File: src/rtl/enable_period_meter_pkg.sv
// Shared definitions for the enable-strobe period meter: FSM state encoding
// and the width of the consecutive-match counter.
package enable_period_meter_pkg;

   localparam int MATCH_WIDTH = 4;

   typedef enum logic [1:0] {
      IDLE    = 2'd0,
      MEASURE = 2'd1,
      LOCKED  = 2'd2
   } meter_state_t;

endpackage

File: src/rtl/enable_period_meter_sat_counter.sv
// Saturating up-counter with synchronous clear, load-to-1 and a terminal-count flag.
// Clear has priority over load, and load has priority over increment.
module sat_counter #(
   parameter int WIDTH = 8
) (
   input  logic             clk,
   input  logic             rst,
   input  logic             clr,
   input  logic             load,
   input  logic             inc,
   output logic [WIDTH-1:0] q,
   output logic             tc
);

   localparam logic [WIDTH-1:0] ONES = '1;

   logic [WIDTH-1:0] count_reg;

   always_ff @(posedge clk or posedge rst) begin
      if (rst) begin
         count_reg <= '0;
      end else if (clr) begin
         count_reg <= '0;
      end else if (load) begin
         count_reg <= WIDTH'(1);
      end else if (inc && (count_reg != ONES)) begin
         count_reg <= count_reg + 1'b1;
      end
   end

   assign q  = count_reg;
   assign tc = (count_reg == ONES);

endmodule

File: src/rtl/enable_period_meter.sv
// Measures the clock count between one-cycle enable strobes, locks after
// LOCK_COUNT identical periods, and flags deviations and strobe loss.
module enable_period_meter
   import enable_period_meter_pkg::*;
#(
   parameter int CNT_WIDTH  = 8,
   parameter int LOCK_COUNT = 4
) (
   input  logic                 clk,
   input  logic                 i_rst,
   input  logic                 i_sclr,
   input  logic                 i_en,
   output logic [CNT_WIDTH-1:0] o_period,
   output logic                 o_valid,
   output logic                 o_locked,
   output logic                 o_err,
   output logic                 o_ovf
);

   localparam logic [MATCH_WIDTH-1:0] LOCK_TARGET   = MATCH_WIDTH'(LOCK_COUNT);
   localparam bit                     LOCK_ON_FIRST = (LOCK_COUNT == 1);

   meter_state_t           state_reg;
   logic [MATCH_WIDTH-1:0] match_reg;
   logic [CNT_WIDTH-1:0]   period_reg;
   logic                   valid_reg;
   logic                   locked_reg;
   logic                   err_reg;
   logic                   ovf_reg;

   logic [CNT_WIDTH-1:0]   cnt;
   logic                   cnt_tc;
   logic                   cnt_clr;
   logic                   cnt_load;
   logic                   cnt_inc;
   logic                   timeout;
   logic                   same_period;
   logic [MATCH_WIDTH-1:0] match_inc;

   // A strobe on the all-ones edge is a real period, so timeout requires i_en low.
   assign timeout     = (state_reg != IDLE) && !i_en && cnt_tc;
   assign cnt_clr     = i_sclr || timeout;
   assign cnt_load    = i_en;
   assign cnt_inc     = (state_reg != IDLE);
   assign same_period = (cnt == period_reg);
   assign match_inc   = match_reg + 1'b1;

   sat_counter #(
      .WIDTH (CNT_WIDTH)
   ) u_cnt (
      .clk  (clk),
      .rst  (i_rst),
      .clr  (cnt_clr),
      .load (cnt_load),
      .inc  (cnt_inc),
      .q    (cnt),
      .tc   (cnt_tc)
   );

   always_ff @(posedge clk or posedge i_rst) begin
      if (i_rst) begin
         state_reg  <= IDLE;
         match_reg  <= '0;
         period_reg <= '0;
         valid_reg  <= 1'b0;
         locked_reg <= 1'b0;
         err_reg    <= 1'b0;
         ovf_reg    <= 1'b0;
      end else begin
         valid_reg <= 1'b0;
         err_reg   <= 1'b0;
         ovf_reg   <= 1'b0;
         if (i_sclr) begin
            state_reg  <= IDLE;
            match_reg  <= '0;
            period_reg <= '0;
            locked_reg <= 1'b0;
         end else if (timeout) begin
            state_reg  <= IDLE;
            match_reg  <= '0;
            period_reg <= '0;
            locked_reg <= 1'b0;
            ovf_reg    <= 1'b1;
         end else begin
            case (state_reg)
               IDLE: begin
                  if (i_en) begin
                     state_reg <= MEASURE;
                  end
               end
               MEASURE: begin
                  if (i_en) begin
                     valid_reg <= 1'b1;
                     if (same_period && (match_reg != '0)) begin
                        match_reg <= match_inc;
                        if (match_inc == LOCK_TARGET) begin
                           state_reg  <= LOCKED;
                           locked_reg <= 1'b1;
                        end
                     end else begin
                        period_reg <= cnt;
                        match_reg  <= MATCH_WIDTH'(1);
                        if (LOCK_ON_FIRST) begin
                           state_reg  <= LOCKED;
                           locked_reg <= 1'b1;
                        end
                     end
                  end
               end
               LOCKED: begin
                  // match stays saturated while periods keep agreeing
                  if (i_en) begin
                     valid_reg <= 1'b1;
                     if (!same_period) begin
                        period_reg <= cnt;
                        match_reg  <= MATCH_WIDTH'(1);
                        err_reg    <= 1'b1;
                        if (!LOCK_ON_FIRST) begin
                           state_reg  <= MEASURE;
                           locked_reg <= 1'b0;
                        end
                     end
                  end
               end
               default: begin
                  state_reg <= IDLE;
               end
            endcase
         end
      end
   end

   assign o_period = period_reg;
   assign o_valid  = valid_reg;
   assign o_locked = locked_reg;
   assign o_err    = err_reg;
   assign o_ovf    = ovf_reg;

endmodule

File: config.mk
export PLATFORM = sky130hd
export DESIGN_NAME = enable_period_meter
export DESIGN_NICKNAME = d
export VERILOG_FILES = /design/src/rtl/enable_period_meter_pkg.sv /design/src/rtl/enable_period_meter_sat_counter.sv /design/src/rtl/enable_period_meter.sv
export SDC_FILE = /design/constraint.sdc
export NUM_CORES = 1
export LEC_CHECK = 0
export ABC_AREA = 1
export ABC_CLOCK_PERIOD_IN_PS = 3660
export BUFFER_PORTS_ARGS = -buffer_cell sky130_fd_sc_hd__buf_2
export CORE_ASPECT_RATIO = 0.9
export CORE_MARGIN = 3
export CORE_UTILIZATION = 60
export DETAILED_ROUTE_END_ITERATION = 16
export GPL_TIMING_DRIVEN = 0
export PLACE_DENSITY_LB_ADDON = 0.05
export SYNTH_ARGS = -nofsm -noshare
export SYNTH_HDL_FRONTEND = slang
export SYNTH_SLANG_ARGS = --single-unit
File: constraint.sdc
create_clock -name clk -period 3.66 [get_ports clk]
set_input_delay 0.732 -clock clk [delete_from_list [all_inputs] [get_ports clk]]
set_output_delay 0.732 -clock clk [all_outputs]
set_load 0.005 [all_outputs]
**Word-level counts from Yosys, hierarchy flattened**

Cells that the tools add are included.

- Logic and storage cells: 84
- Output and inout port bits: 12
- Memory bits (writable): 0
- Bits in registers: 26
- ROM bits: 0
- Bits in latches: 0
- Memories: 0

- Shifts and indexed selects: 0
- Div/mod/pow operators: 0
- Eq/ne operators: 13
- Reductions and logical operators: 16
- Multiply operators: 0
- Mux-type cells: 45
- Bitwise operators: 0
- Order comparisons: 0
- Add/sub/neg operators: 2

Operator list:

| operator | count |
|---|---|
| 2-to-1 mux 8 bit | 9 |
| inequality test 4 bit (second input constant) | 7 |
| 2-to-1 mux 4 bit | 6 |
| 2-to-1 mux 1 bit | 18 |
| 2-to-1 mux 2 bit | 8 |
| case mux 8 bit (2 select lines) | 1 |
| AND reduction 6 bit | 2 |
| adder 8 x 1 -> 8 bit (second input constant) | 1 |
| equality test 8 bit | 1 |
| equality test 8 bit (second input constant) | 1 |
| inequality test 8 bit (second input constant) | 1 |
| case mux 4 bit (2 select lines) | 1 |
| nonzero test 4 bit | 2 |
| case mux 2 bit (3 select lines) | 1 |
| AND reduction 5 bit | 1 |
| adder 4 x 1 -> 4 bit (second input constant) | 1 |
| equality test 4 x 3 -> 1 bit (second input constant) | 1 |
| logical AND 1 bit | 4 |
| AND reduction 4 bit | 1 |
| nonzero test 3 bit | 1 |
| equality test 2 x 1 -> 1 bit (second input constant) | 1 |
| equality test 2 bit (second input constant) | 1 |
| logical NOT 2 bit | 1 |
| case mux 1 bit (2 select lines) | 1 |
| other kinds (4) | 4 |

**Longest topological paths before layout**

- Depth after elaboration: 8
- Depth in mapped cells: 15
- Gate-level depth less buffers: 14

**By module**

From an unflattened synthesis, not the netlist that was laid out.

- Cells, all modules: 247
- Area, all modules: 1783.0 um^2

By module, submodules not included:

| module | cells each | sequential area each (um^2) | area an instance (um^2) | times used |
|---|---|---|---|---|
| enable_period_meter | 171 | 450.4 | 1241.2 | 1 |
| sat_counter | 76 | 200.2 | 541.8 | 1 |

**Worst setup path after synthesis**

No wires, ideal clock.

- Path type: input -> register
- Start: in i_en
- End: reg locked_reg (netlist: o_locked)
- Stages on the path: 13
- Data arrival time: 1.641 ns
- Library setup time: 0.117 ns
- Required time: 3.543 ns
- Path slack: 1.902 ns
- Path through: inv_1 > nand2_1 > nor2_1 > nand2_2 > nand2_4 > nor2_1 > nand2_4 > nand2_4 > nor2_4 > buf_6 > nand2_2 > nand2_1 > nand2_1

- Cells in the longest elaborated chain, start to end: 5
- Elaborated cells between the ends (all ways): 12

Ends and longest elaborated chain:

| item | RTL line | text |
|---|---|---|
| start, declared | enable_period_meter.sv:12 | `input logic i_en,` |
| logical NOT 1 bit | enable_period_meter.sv:41 | `assign timeout = (state_reg != IDLE) && !i_en && cnt_tc;` |
| logical AND 1 bit (2 in series) | enable_period_meter.sv:41 |  |
| inequality test 4 bit (no line) (tied with other cells) | n/a |  |
| AND reduction 6 bit (no line) / 2-to-1 mux 1 bit (equally long branches) | n/a |  |
| end signal, assigned | enable_period_meter.sv:66 | `locked_reg <= 1'b0;` |
| end signal, assigned | enable_period_meter.sv:77 | `locked_reg <= 1'b0;` |
| end signal, assigned | enable_period_meter.sv:82 | `locked_reg <= 1'b0;` |
| end, declared | enable_period_meter.sv:27 | `logic locked_reg;` |

Several ways; a longest one is shown, not always the timed one.
A chain may end at the register's enable or synchronous reset.

**Worst setup path after layout**

- Start: reg state_reg[0]
- End: reg period_reg[2] (netlist: o_period[2])

- Cells in the longest elaborated chain, start to end: 5
- Elaborated cells between the ends (all ways): 14

Ends and longest elaborated chain:

| item | RTL line | text |
|---|---|---|
| start, declared | enable_period_meter.sv:23 | `meter_state_t state_reg;` |
| start signal, assigned | enable_period_meter.sv:62 | `state_reg <= IDLE;` |
| start signal, assigned | enable_period_meter.sv:74 | `state_reg <= IDLE;` |
| start signal, assigned | enable_period_meter.sv:79 | `state_reg <= IDLE;` |
| nonzero test 2 bit | enable_period_meter.sv:41 |  |
| logical AND 1 bit (2 in series) | enable_period_meter.sv:41 |  |
| inequality test 4 bit (no line) (tied with other cells) | n/a |  |
| AND reduction 5 bit (no line) / 2-to-1 mux 8 bit (equally long branches) | n/a |  |
| end signal, assigned | enable_period_meter.sv:101 | `period_reg <= cnt;` |
| end signal, assigned | enable_period_meter.sv:115 | `period_reg <= cnt;` |
| end, declared | enable_period_meter.sv:25 | `logic [CNT_WIDTH-1:0] period_reg;` |

Several ways; a longest one is shown, not always the timed one.

==> run_results.csv <==
group,metric,value,unit
detailed_routing,drcViolationCount,0,
cells_and_area,layout-drive-gt1-share,15.1,%
timing,timing.hold.ws,498,ps
floorplanning,design.portCount,16,
global_route,globalRoute.busiestLayer,"met2",
status,status,"completed",
global_route,globalRouteMet3Util,4.64,%
synthesis,yosysSeqAreaShare,40.3,%
synthesis,synth.lib_cells_used.distinct,26,
clocking,clk_latency,330,ps
timing,fin_ws,1630,ps
cells_and_area,nNetsFinal,250,
clocking,cts_max_path_buffers,2,
critical_path,crit_path_category,"reg2reg",
synthesis,yosysWarnings,0,
clocking,tritoncts,"yes",
floorplanning,chipWidth,60.7,µm
synthesis,synthesis.area_per_instance,7.36,µm²
cells_and_area,finalNonFillerCells,266,
power_and_ir_drop,power-per-cell-area,526,mW/mm²
placement,dpl.hpwl,2.46,mm
timing,final_min_period_over_clock_period,55.4,%
critical_path,r2r-end,"o_period[2]",
clocking,cts_post_setup_buffers_inserted,0,
timing,slew_headroom,33.3,%
clocking,number_of_clock_sinks,26,
clocking,cts.htree.levels,1,
cells_and_area,layout-area-overhead-vs-synth,9.08,%
detailed_routing,vias_per_cell,5.17,
global_route,grtUsageTotal,22.2,%
detailed_routing,drt_first_iter_violations,69,
critical_path,arrival,2300,ps
synthesis,postSynthRegisterBits,26,
global_route,first_global_vias,1239,
detailed_routing,via_count,1375,
placement,placement.setup.worst_slack,1470,ps
timing,maxSlewViolCount,0,
hold_path,worst_min_delay_path_class,"reg2reg",
cells_and_area,mostFrequentLayoutCell,"sky130_fd_sc_hd__nand2_1",
synthesis,mappedNetlistArea,0.00161,mm²
detailed_routing,route.detailed.wl_per_inst,12.4,µm
timing,maxClockFrequency,493,MHz
power_and_ir_drop,worst_ir_drop_vdd,0.000462,V
placement,numPortBuffers,15,
global_route,grt_max_degree,27,
critical_path,endpoint_kind,"flip-flop",
synthesis,synth_nets,230,
critical_path,cp-start-kind,"flip-flop",
placement,placedCellCount,262,
floorplanning,core.rowCount,17,
clocking,clk_pin_slew,130,ps
clocking,cts_hold_buf,0,
floorplanning,die-height,55.2,µm
cells_and_area,layout.cells.most_common_list,"sky130_fd_sc_hd__nand2_1 (66), sky130_fd_sc_hd__inv_1 (31), sky130_fd_sc_hd__nor2_1 (30)",
global_route,grt-ovfl-total,0,
run,cap_violations,0,
floorplanning,core-area,0.00251,mm²
detailed_routing,dr.pass1.iters,4,
critical_path,r2r_setup_slack,1630,ps
placement,gpl_wtd_cong,0.818,
critical_path,critical_path.endpoint,"o_period[2]",
critical_path,critPathRequiredTime,3930,ps
timing,clock_skew,10.1,ps
timing,finalSetupTns,0,ps
clocking,cts_inserted_buffers,3,
timing,final.min_clock_period,2030,ps
global_route,grt.met1_usage,30.2,%
global_route,grt_pass1_wl,5.55,mm
critical_path,worstRegToRegCells,12,
global_route,met2_usage,36.7,%
cells_and_area,num_antenna_cells,0,
power_and_ir_drop,p_leak,0.000922,µW
detailed_routing,antenna_violating_nets_post_route,0,
floorplanning,dieArea,0.00335,mm²
timing,hold_violations,0,
floorplanning,initial_utilization,64.3,%
critical_path,critPathMaxFanout,9,
timing,timing.final.setup_violations,0,
timing,setup_repair_after_global_routing_missed_its_margin,"no",
global_route,antenna_found_initial,0,
clocking,ctsRootBufferMaster,"sky130_fd_sc_hd__clkbuf_4",
synthesis,synthesis.instances,219,
critical_path,startpoint,"state_reg[0]",
critical_path,startpoint_of_the_most_critical_register_to_register_path,"state_reg[0]",
timing,worst_slew_pin_slew,1000,ps
clocking,post_cts_resize_count,0,
detailed_routing,detail_route.wirelength,3.29,mm
## through the flow
step | cell area [µm²] | total power, µW | utilization (%)
final | 1760 | 926 | 70.1
after floorplan | 1610 | 676 | -
after global routing | 1760 | 996 | 70.1
after global placement | 1720 | 766 | 68.6
after CTS | 1760 | 931 | 70.1
after detailed placement | 1720 | 783 | 68.6
## final cells by class
type                            count  area (µm²)
Sequential cell                    26         651
Tap cell                           28        35.0
Fill cell                         216         751
Multi-Input combinational cell    159         827
Timing Repair Buffer               15        75.1
Buffer                              2        15.0
Inverter                           32         120
Clock buffer                        4        36.3
## report_power, final
| part | total (µW) | leakage (µW) | internal (µW) | switching (µW) |
|---|---|---|---|---|
| clock network | 146 | 0.0000210 | 61.0 | 85.5 |
| logic | 415 | 0.000547 | 133 | 282 |
| registers | 364 | 0.000354 | 327 | 37.2 |
| total | 926 | 0.000922 | 521 | 405 |
## metal layers
layer | vias up | wire length, µm
li1 | 718 | -
met1 | 630 | 1690
met2 | 25 | 1470
met3 | 2 | 115
met4 | 0 | 7
met5 | - | 0
## worst max-delay path, cell delays in order, from the launching register on
cell,delay [ps]
sky130_fd_sc_hd__dfrtp_1,420
sky130_fd_sc_hd__inv_1,90
sky130_fd_sc_hd__ha_1,200
sky130_fd_sc_hd__inv_1,90
sky130_fd_sc_hd__nand2_1,70
sky130_fd_sc_hd__nor2_1,40
sky130_fd_sc_hd__nand2_2,90
sky130_fd_sc_hd__nand2_4,80
sky130_fd_sc_hd__nor2_1,280
sky130_fd_sc_hd__nand3_4,220
sky130_fd_sc_hd__nand2_2,240
sky130_fd_sc_hd__nand2_1,90
sky130_fd_sc_hd__nand2_1,60
## cells in the mapped netlist
cell type                  instances  share of area [%]
sky130_fd_sc_hd__nand3_1          15                4.7
sky130_fd_sc_hd__ha_1              7                5.4
sky130_fd_sc_hd__buf_6             1               0.70
sky130_fd_sc_hd__nor2_8            1                1.2
sky130_fd_sc_hd__nor2_1           30                7.0
sky130_fd_sc_hd__a21oi_1           4                1.2
sky130_fd_sc_hd__o21ai_0           6                1.9
sky130_fd_sc_hd__nor2_4            1               0.70
sky130_fd_sc_hd__nand2_4           4                2.8
sky130_fd_sc_hd__nand3b_1          1               0.47
sky130_fd_sc_hd__nand2_1          66                 15
sky130_fd_sc_hd__clkbuf_1          1               0.23
sky130_fd_sc_hd__nor3_1            3               0.93
sky130_fd_sc_hd__nand2_2           4                1.6
sky130_fd_sc_hd__inv_2             1               0.23
sky130_fd_sc_hd__o21ai_1           1               0.31
sky130_fd_sc_hd__o22ai_1           1               0.39
sky130_fd_sc_hd__xor2_1            3                1.6
sky130_fd_sc_hd__nand3_2           1               0.62
sky130_fd_sc_hd__xnor2_1           1               0.54
sky130_fd_sc_hd__dfrtp_1          26                 40
sky130_fd_sc_hd__nand3_4           1                1.1
sky130_fd_sc_hd__inv_1            31                7.2
sky130_fd_sc_hd__nand4_1           5                1.9
sky130_fd_sc_hd__nor4_1            1               0.39
sky130_fd_sc_hd__nor2_2            3                1.2
## cells by family after synthesis
kind of cell	share of synthesized area, %
buffers and inverters	8.38
AOI/OAI and AO/OA	3.80
adders and majority gates	5.43
and+or+nand+nor	39.9
xor gates and xnor gates	2.17
DFF	40.3
## how the worst min path moves through the flow
stage              from       end  slack (ps)  cells after the start
2_1_floorplan  o_locked  o_locked         460                      2
3_3_place_gp   o_locked  o_locked         450                      2
3_5_place_dp   o_locked  o_locked         460                      2
4_1_cts        o_locked  o_locked         500                      2
5_1_grt        o_locked  o_locked         510                      2
6_report       o_locked  o_locked         500                      2
No activity file was read; power rests on OpenSTA's default activity.
